--- src/rtl/bit_serializer8_pkg.sv ---
// Shared types and sizes for the 8-bit parallel-to-serial converter.
package bit_serializer_pkg;
    typedef enum logic {IDLE, SHIFT} ser_state_t;
    localparam int NBITS = 8;
    localparam int IDXW  = 3;
endpackage

--- src/rtl/bit_serializer8_if.sv ---
// Producer-side word handshake plus consumer-side bit handshake of the serializer.
interface bit_serializer8_if;
    import bit_serializer_pkg::*;

    logic             in_val;
    logic             in_rdy;
    logic [NBITS-1:0] in_data;
    logic             out_val;
    logic             out_rdy;
    logic             out_bit;
    logic             out_last;
    logic             busy;

    // master is the surrounding system (byte producer + bit consumer)
    modport master (
        output in_val, in_data, out_rdy,
        input  in_rdy, out_val, out_bit, out_last, busy
    );

    modport slave (
        input  in_val, in_data, out_rdy,
        output in_rdy, out_val, out_bit, out_last, busy
    );
endinterface

--- src/rtl/bit_serializer8_mux.sv ---
// Team 8:1 one-bit mux; selects one bit of the held word.
module Mux8_1b_RTL (
    input  logic       in0,
    input  logic       in1,
    input  logic       in2,
    input  logic       in3,
    input  logic       in4,
    input  logic       in5,
    input  logic       in6,
    input  logic       in7,
    input  logic [2:0] sel,
    output logic       out
);
    always_comb begin
        out = in0;
        case (sel)
            3'd0: out = in0;
            3'd1: out = in1;
            3'd2: out = in2;
            3'd3: out = in3;
            3'd4: out = in4;
            3'd5: out = in5;
            3'd6: out = in6;
            3'd7: out = in7;
            default: out = in0;
        endcase
    end
endmodule

--- src/rtl/bit_serializer8.sv ---
// Captures one byte on a val/rdy port and emits it one bit per accepted beat,
// flagging the eighth bit; a new word may be captured on the final beat.
module bit_serializer8
    import bit_serializer_pkg::*;
#(
    parameter bit LSB_FIRST = 1'b1
) (
    input  logic               clk,
    input  logic               rst,
    bit_serializer8_if.slave   bus
);
    ser_state_t       state_q;
    logic [NBITS-1:0] word_q;
    logic [IDXW-1:0]  idx_q;
    logic [IDXW-1:0]  idx_d;
    logic [IDXW-1:0]  sel;
    logic             shifting;
    logic             last;
    logic             beat;
    logic             rdy;
    logic             capture;
    logic             mux_bit;

    assign shifting = (state_q == SHIFT);
    assign last     = shifting && (idx_q == IDXW'(NBITS - 1));
    assign beat     = shifting && bus.out_rdy;
    // Combinational from out_rdy so the next word lands on the final beat with no bubble.
    assign rdy      = (state_q == IDLE) || (last && bus.out_rdy);
    assign capture  = bus.in_val && rdy;
    assign idx_d    = idx_q + 1'b1;
    assign sel      = LSB_FIRST ? idx_q : (IDXW'(NBITS - 1) - idx_q);

    Mux8_1b_RTL u_mux (
        .in0 (word_q[0]),
        .in1 (word_q[1]),
        .in2 (word_q[2]),
        .in3 (word_q[3]),
        .in4 (word_q[4]),
        .in5 (word_q[5]),
        .in6 (word_q[6]),
        .in7 (word_q[7]),
        .sel (sel),
        .out (mux_bit)
    );

    assign bus.in_rdy   = rdy;
    assign bus.out_val  = shifting;
    assign bus.out_bit  = shifting && mux_bit;
    assign bus.out_last = last;
    assign bus.busy     = shifting;

    always_ff @(posedge clk or posedge rst) begin
        if (rst) begin
            state_q <= IDLE;
            word_q  <= '0;
            idx_q   <= '0;
        end else begin
            case (state_q)
                IDLE: begin
                    if (capture) begin
                        word_q  <= bus.in_data;
                        idx_q   <= '0;
                        state_q <= SHIFT;
                    end
                end
                SHIFT: begin
                    if (beat) begin
                        // idx wraps 7 -> 0 on the final beat, ready for the next word
                        idx_q <= idx_d;
                        if (last) begin
                            if (capture) word_q  <= bus.in_data;
                            else         state_q <= IDLE;
                        end
                    end
                end
                default: state_q <= IDLE;
            endcase
        end
    end
endmodule

--- src/flat_wrapper.sv ---
// flat-port wrapper written by rule: the top's interface ports become plain ports
module bit_serializer8_flat import bit_serializer_pkg::*;
#(
    parameter bit LSB_FIRST = 1'b1
)
  (clk, rst, bus_in_val, bus_in_data, bus_out_rdy, bus_in_rdy, bus_out_val, bus_out_bit, bus_out_last, bus_busy);
  bit_serializer8_if bus_i ();
  input  logic clk;
  input  logic rst;
  input wire logic [$bits(bus_i.in_val)-1:0] bus_in_val;
  input wire logic [$bits(bus_i.in_data)-1:0] bus_in_data;
  input wire logic [$bits(bus_i.out_rdy)-1:0] bus_out_rdy;
  output wire logic [$bits(bus_i.in_rdy)-1:0] bus_in_rdy;
  output wire logic [$bits(bus_i.out_val)-1:0] bus_out_val;
  output wire logic [$bits(bus_i.out_bit)-1:0] bus_out_bit;
  output wire logic [$bits(bus_i.out_last)-1:0] bus_out_last;
  output wire logic [$bits(bus_i.busy)-1:0] bus_busy;
  assign bus_i.in_val = bus_in_val;
  assign bus_i.in_data = bus_in_data;
  assign bus_i.out_rdy = bus_out_rdy;
  assign bus_in_rdy = bus_i.in_rdy;
  assign bus_out_val = bus_i.out_val;
  assign bus_out_bit = bus_i.out_bit;
  assign bus_out_last = bus_i.out_last;
  assign bus_busy = bus_i.busy;
  bit_serializer8 #(.LSB_FIRST(LSB_FIRST)) u_core (.clk(clk), .rst(rst), .bus(bus_i));
endmodule
--- config.mk ---
export PLATFORM = sky130hd
export DESIGN_NAME = bit_serializer8_flat
export DESIGN_NICKNAME = d
export VERILOG_FILES = /design/src/rtl/bit_serializer8_pkg.sv /design/src/rtl/bit_serializer8_if.sv /design/src/rtl/bit_serializer8_mux.sv /design/src/rtl/bit_serializer8.sv /design/src/flat_wrapper.sv
export SDC_FILE = /design/constraint.sdc
export NUM_CORES = 1
export LEC_CHECK = 0
export BUFFER_PORTS_ARGS = -buffer_cell sky130_fd_sc_hd__buf_2
export CAP_MARGIN = 25
export CORE_ASPECT_RATIO = 1.1
export CORE_UTILIZATION = 35
export DETAILED_ROUTE_END_ITERATION = 10
export PLACE_DENSITY = 0.62
export SLEW_MARGIN = 20
export SYNTH_ARGS = -nofsm -noshare
export SYNTH_HDL_FRONTEND = slang
export SYNTH_SLANG_ARGS = --single-unit
--- constraint.sdc ---
create_clock -name clk -period 3.1 [get_ports clk]
set_input_delay 0.93 -clock clk [delete_from_list [all_inputs] [get_ports clk]]
set_output_delay 0.93 -clock clk [all_outputs]
set_load 0.02 [all_outputs]
# == After elaboration in Yosys (flattened, before gate mapping) ==
# Cells that the tools add are included.
# totals
regBits,12
input_bits,12
out_inout_bits,5
wordCells,36
# op_classes
n_addsub,1
n_eq_ne,10
muxes,12
n_bitwise,1
n_reduce_logical,9
# ops
cell,n
two-way mux 8 bit,3
one-hot mux 8 bit (2 select lines),1
"equality test 3 bit, second input constant",4
one-hot mux 1 bit (8 select lines),1
"equality test 3 x 2 -> 1 bit, second input constant",2
two-way mux 3 bit,2
one-hot mux 3 bit (2 select lines),1
logical AND 1 bit,5
"!= test 2 bit, second input constant",2
AND reduction 2 bit,2
"adder 3 x 1 -> 3 bit, second input constant",1
"equality test 3 x 1 -> 1 bit, second input constant",1
zero test 3 bit,1
two-way mux 1 bit,3
"!= test 2 x 1 -> 1 bit, second input constant",1
one-hot mux 1 bit (2 select lines),1
logical OR 1 bit,1
NOT 1 bit,1

# == Longest topological paths before layout ==
# logic_depth
word_depth,9
depth_mapped,5
mapped_depth_nobuf,5

# == By module ==
# Synthesis repeated with hierarchy kept, for this count alone.
# unflattened
hier_cells,58
hier_area_um2,656.9
# modules_own_cells
module,n_inst,cells_per_inst,area_per_inst_um2,seq_area_each_um2
bit_serializer8,1,55,593.1,300.3
Mux8_1b_RTL,1,3,63.8,0.0

# == Least setup slack after synthesis ==
# OpenSTA, ideal clock, no wires.
# synth_path
path_type,register -> output
start,register u_core.idx_q[0]
end,output bus_out_bit
t_arrival_ps,1783
required_ps,2170
slack_ps,387
stages_incl_launch_ff,6
n_path_buf,0
cell_sequence,dfrtp_1 -> ha_1 -> ha_1 -> nor4_1 -> a22oi_1 -> a21boi_0
# synth_via
elab_chain_len,3
elab_cells_between_ends,10
classes_between,eq/ne (7); mux (1); reduce/logical (2)
# synth_lines
item,line,text
"start, declared",bit_serializer8.sv:14,logic [IDXW-1:0] idx_q;
"start signal, assigned",bit_serializer8.sv:69,idx_q <= idx_d;
"equality test 3 bit, or another cell as far along",bit_serializer8_mux.sv:16,case (sel)
one-hot mux 1 bit (8 select lines) (*),bit_serializer8_mux.sv:16,
logical AND 1 bit (*),bit_serializer8.sv:48,assign bus.out_bit = shifting && mux_bit;
"end, declared",flat_wrapper.sv:15,output wire logic [$bits(bus_i.out_bit)-1:0] bus_out_bit;
# Mark *: on every way between the ends. The rest lies on a longest branch, timed or not.

# == Worst setup path in the final report ==
# Ends and elaborated chain as after synthesis.

==> impl_metrics.json <==
{
  "portBuffers": 16,
  "die_x_microns": 45.5,
  "ios": 17,
  "finalCritPeriodShare_pct": 93.8,
  "worstSetupStartpoint": "u_core.idx_q[0]",
  "vias_per_cell": 4.64,
  "power_frac_comb_pct": 50.7,
  "synth_edf_count": 0,
  "slew_violations": 0,
  "critPathLaunchType": "flop",
  "fin_nets": 95,
  "cts_max_path_buffers": 2,
  "design_area_sq_um": 852,
  "reg2reg_depth": 5,
  "critPathCapture": "bus_out_bit",
  "start_util_pct": 39.1,
  "dieArea_sq_mm": 0.00227,
  "synth_nets": 76,
  "crit_type": "flop to primary output",
  "use_met2_pct": 18.3,
  "grt_usage_pct": 13.0,
  "wl_microns": 1280,
  "busiest_layer": "met2",
  "synthDistinctLibCells": 24,
  "wire_per_inst_microns": 12.5,
  "cts_tree": "done",
  "grt_setup_unrepaired": "false",
  "p_seq_share_pct": 37.2,
  "path_clk_slew_ns": 0.08,
  "leakage_nw": 0.449,
  "netlist_instances": 58,
  "n_antenna_cell": 0,
  "path_max_fanout": 4,
  "first_global_vias": 464,
  "slew_headroom_pct": 69.0,
  "fin_util_pct": 45.8,
  "hp-class": "flop to flop",
  "skew_ns": 0.00205,
  "cp.required_ns": 2.17,
  "r2r_end": "u_core.word_q[0]",
  "grt_max_degree": 13,
  "end_kind": "primary output",
  "area_growth_pct": 17.0,
  "finalHoldViolCount": 0,
  "ant_nets": 0,
  "power_density_mw_per_mm2": 918,
  "drtPass1Iterations": 3,
  "yosysTopAreaCell": "dfrtp_1",
  "coreArea_sq_mm": 0.00186,
  "cts_max_level": 1,
  "num_vias": 473,
  "drcViolationCount": 0,
  "yosysWarnings": 0,
  "grt_overflow_total": 0,
  "timing.fmax_mhz": 344,
  "avgSynthCellArea_sq_um": 12.6,
  "setup_tns_ns": 0,
  "clock-sinks": 12,
  "p_clk_share_pct": 12.1,
  "grt_antenna_before_repair": 0,
  "fp.dieH_microns": 49.8,
  "clockRootBuffer": "clkbuf_4",
  "p_sw_share_pct": 36.8,
  "internal-power_mw": 0.494,
  "p_sw_mw": 0.288,
  "cts_buffers": 3,
  "r2r_slack_ns": 1.38,
  "use_met3_pct": 6.96,
  "cp.arrival_ns": 1.98,
  "worst_pin_slew_ns": 0.465,
  "synth_area_leaders": "dfrtp_1, mux2_4, ha_1, mux2_2, inv_1",
  "ir_worst_vdd_mv": 0.398,
  "synthArstFlopShare_pct": 100,
  "layout-drive-gt1-share_pct": 46.7,
  "clk_latency_ns": 0.26,
  "synth_top_area_share_pct": 41.2,
  "routabilityCongestion": 0.755,
  "ys_seq_area_share_pct": 41.2,
  "gr-usage-met1_pct": 17.9,
  "period_minus_slack_ns": 2.91,
  "post-cts-setup-buffers": 0,
  "setup_viol": 0,
  "num_rows": 16,
  "grt_pass1_wl_microns": 2080,
  "synth-main-ff-cell": "dfrtp_1",
  "maxCapViolCount": 0,
  "drt_iter0_markers": 7,
  "r2r-start": "u_core.idx_q[0]",
  "syn_area_sq_um": 728,
  "placed_area_sq_um": 823,
  "outcome": "complete, no violations",
  "synth-seq-cells": 12,
  "whs_ns": 0.514
}
-- per-layer routing --
layer / vias to the layer above / wire length, microns
met3: 0 / 65
met4: 0 / 0
li1: 237 / -
met5: - / 0
met1: 225 / 655
met2: 11 / 558
-- cell families after synthesis --
family,Yosys count,synth area share (%)
mux,11,21.1
simple gates,11,10.3
flops,12,41.2
compound gates,9,10.1
buf+inv,8,5.67
fa+ha+maj,6,10.3
xor+xnor,1,1.20
-- worst min path at each step --
stage / from / to / cells after the start
4_1_cts: u_core.word_q[4] / u_core.word_q[4] / 1
3_3_place_gp: u_core.word_q[2] / u_core.word_q[2] / 1
6_report: u_core.word_q[4] / u_core.word_q[4] / 1
3_5_place_dp: u_core.word_q[4] / u_core.word_q[4] / 1
5_1_grt: u_core.word_q[6] / u_core.word_q[6] / 1
2_1_floorplan: u_core.word_q[4] / u_core.word_q[4] / 1
-- cells in the mapped netlist (2+ instances only) --
| cell type | instances |
|---|---|
| nand2_1 | 4 |
| inv_1 | 6 |
| o31ai_1 | 2 |
| mux2_4 | 8 |
| ha_1 | 6 |
| dfrtp_1 | 12 |
| mux2_2 | 3 |
-- power by group through the flow --
| stage | Clock, mW | Sequential, mW | Combinational, mW |
|---|---|---|---|
| after floorplan | 0 | 0.275 | 0.316 |
| after detailed placement | 0 | 0.294 | 0.385 |
| after CTS | 0.100 | 0.291 | 0.390 |
| final | 0.0951 | 0.291 | 0.397 |
| after global routing | 0.104 | 0.300 | 0.441 |
| after global placement | 0 | 0.290 | 0.381 |
-- metrics by stage --
step | std cells | setup slack [ns] | power [mW]
6_report | 102 | 0.192 | 0.782
5_1_grt | 102 | 0.0264 | 0.845
4_1_cts | 102 | 0.125 | 0.781
3_5_place_dp | 99 | 0.444 | 0.679
3_3_place_gp | 99 | 0.497 | 0.671
2_1_floorplan | 58 | 0.387 | 0.591
-- cells in the final DEF, fill, tap and decap left out, drive strengths merged, types with 2 or more instances in the layout --
cell and n:
buf 16, dfrtp 12, mux2 11, inv 6
ha 6, nand2 5, clkbuf 3, o31ai 2
-- critical path, cell delays in order, from the launching register on --
cell and delay [ns]:
dfrtp_1 0.43, ha_1 0.24, ha_1 0.21, nor4_2 0.32, a22oi_1 0.13, a21boi_0 0.19
buf_2 0.19
-- state kept, by name, indices dropped and copies added (netlist names) --
| name | cells |
|---|---|
| u_core.word_q | 8 |
| u_core.idx_q | 3 |
| u_core.bus.busy | 1 |
-- repair_timing --
action	CTS	global route
gates resized for setup	0	1
endpoints found under the setup margin	0	1
hold endpoints to repair	0	0
hold buffers	0	0
-- cell type report --
class / count / area (sq um)
fill: 172 / 1010
multi-input combinational: 38 / 393
sequential: 12 / 300
timing repair buffer: 16 / 80.1
tap: 27 / 33.8
clock buffer: 3 / 22.5
inverter: 6 / 22.5
Power figures use the tool's default switching activity.
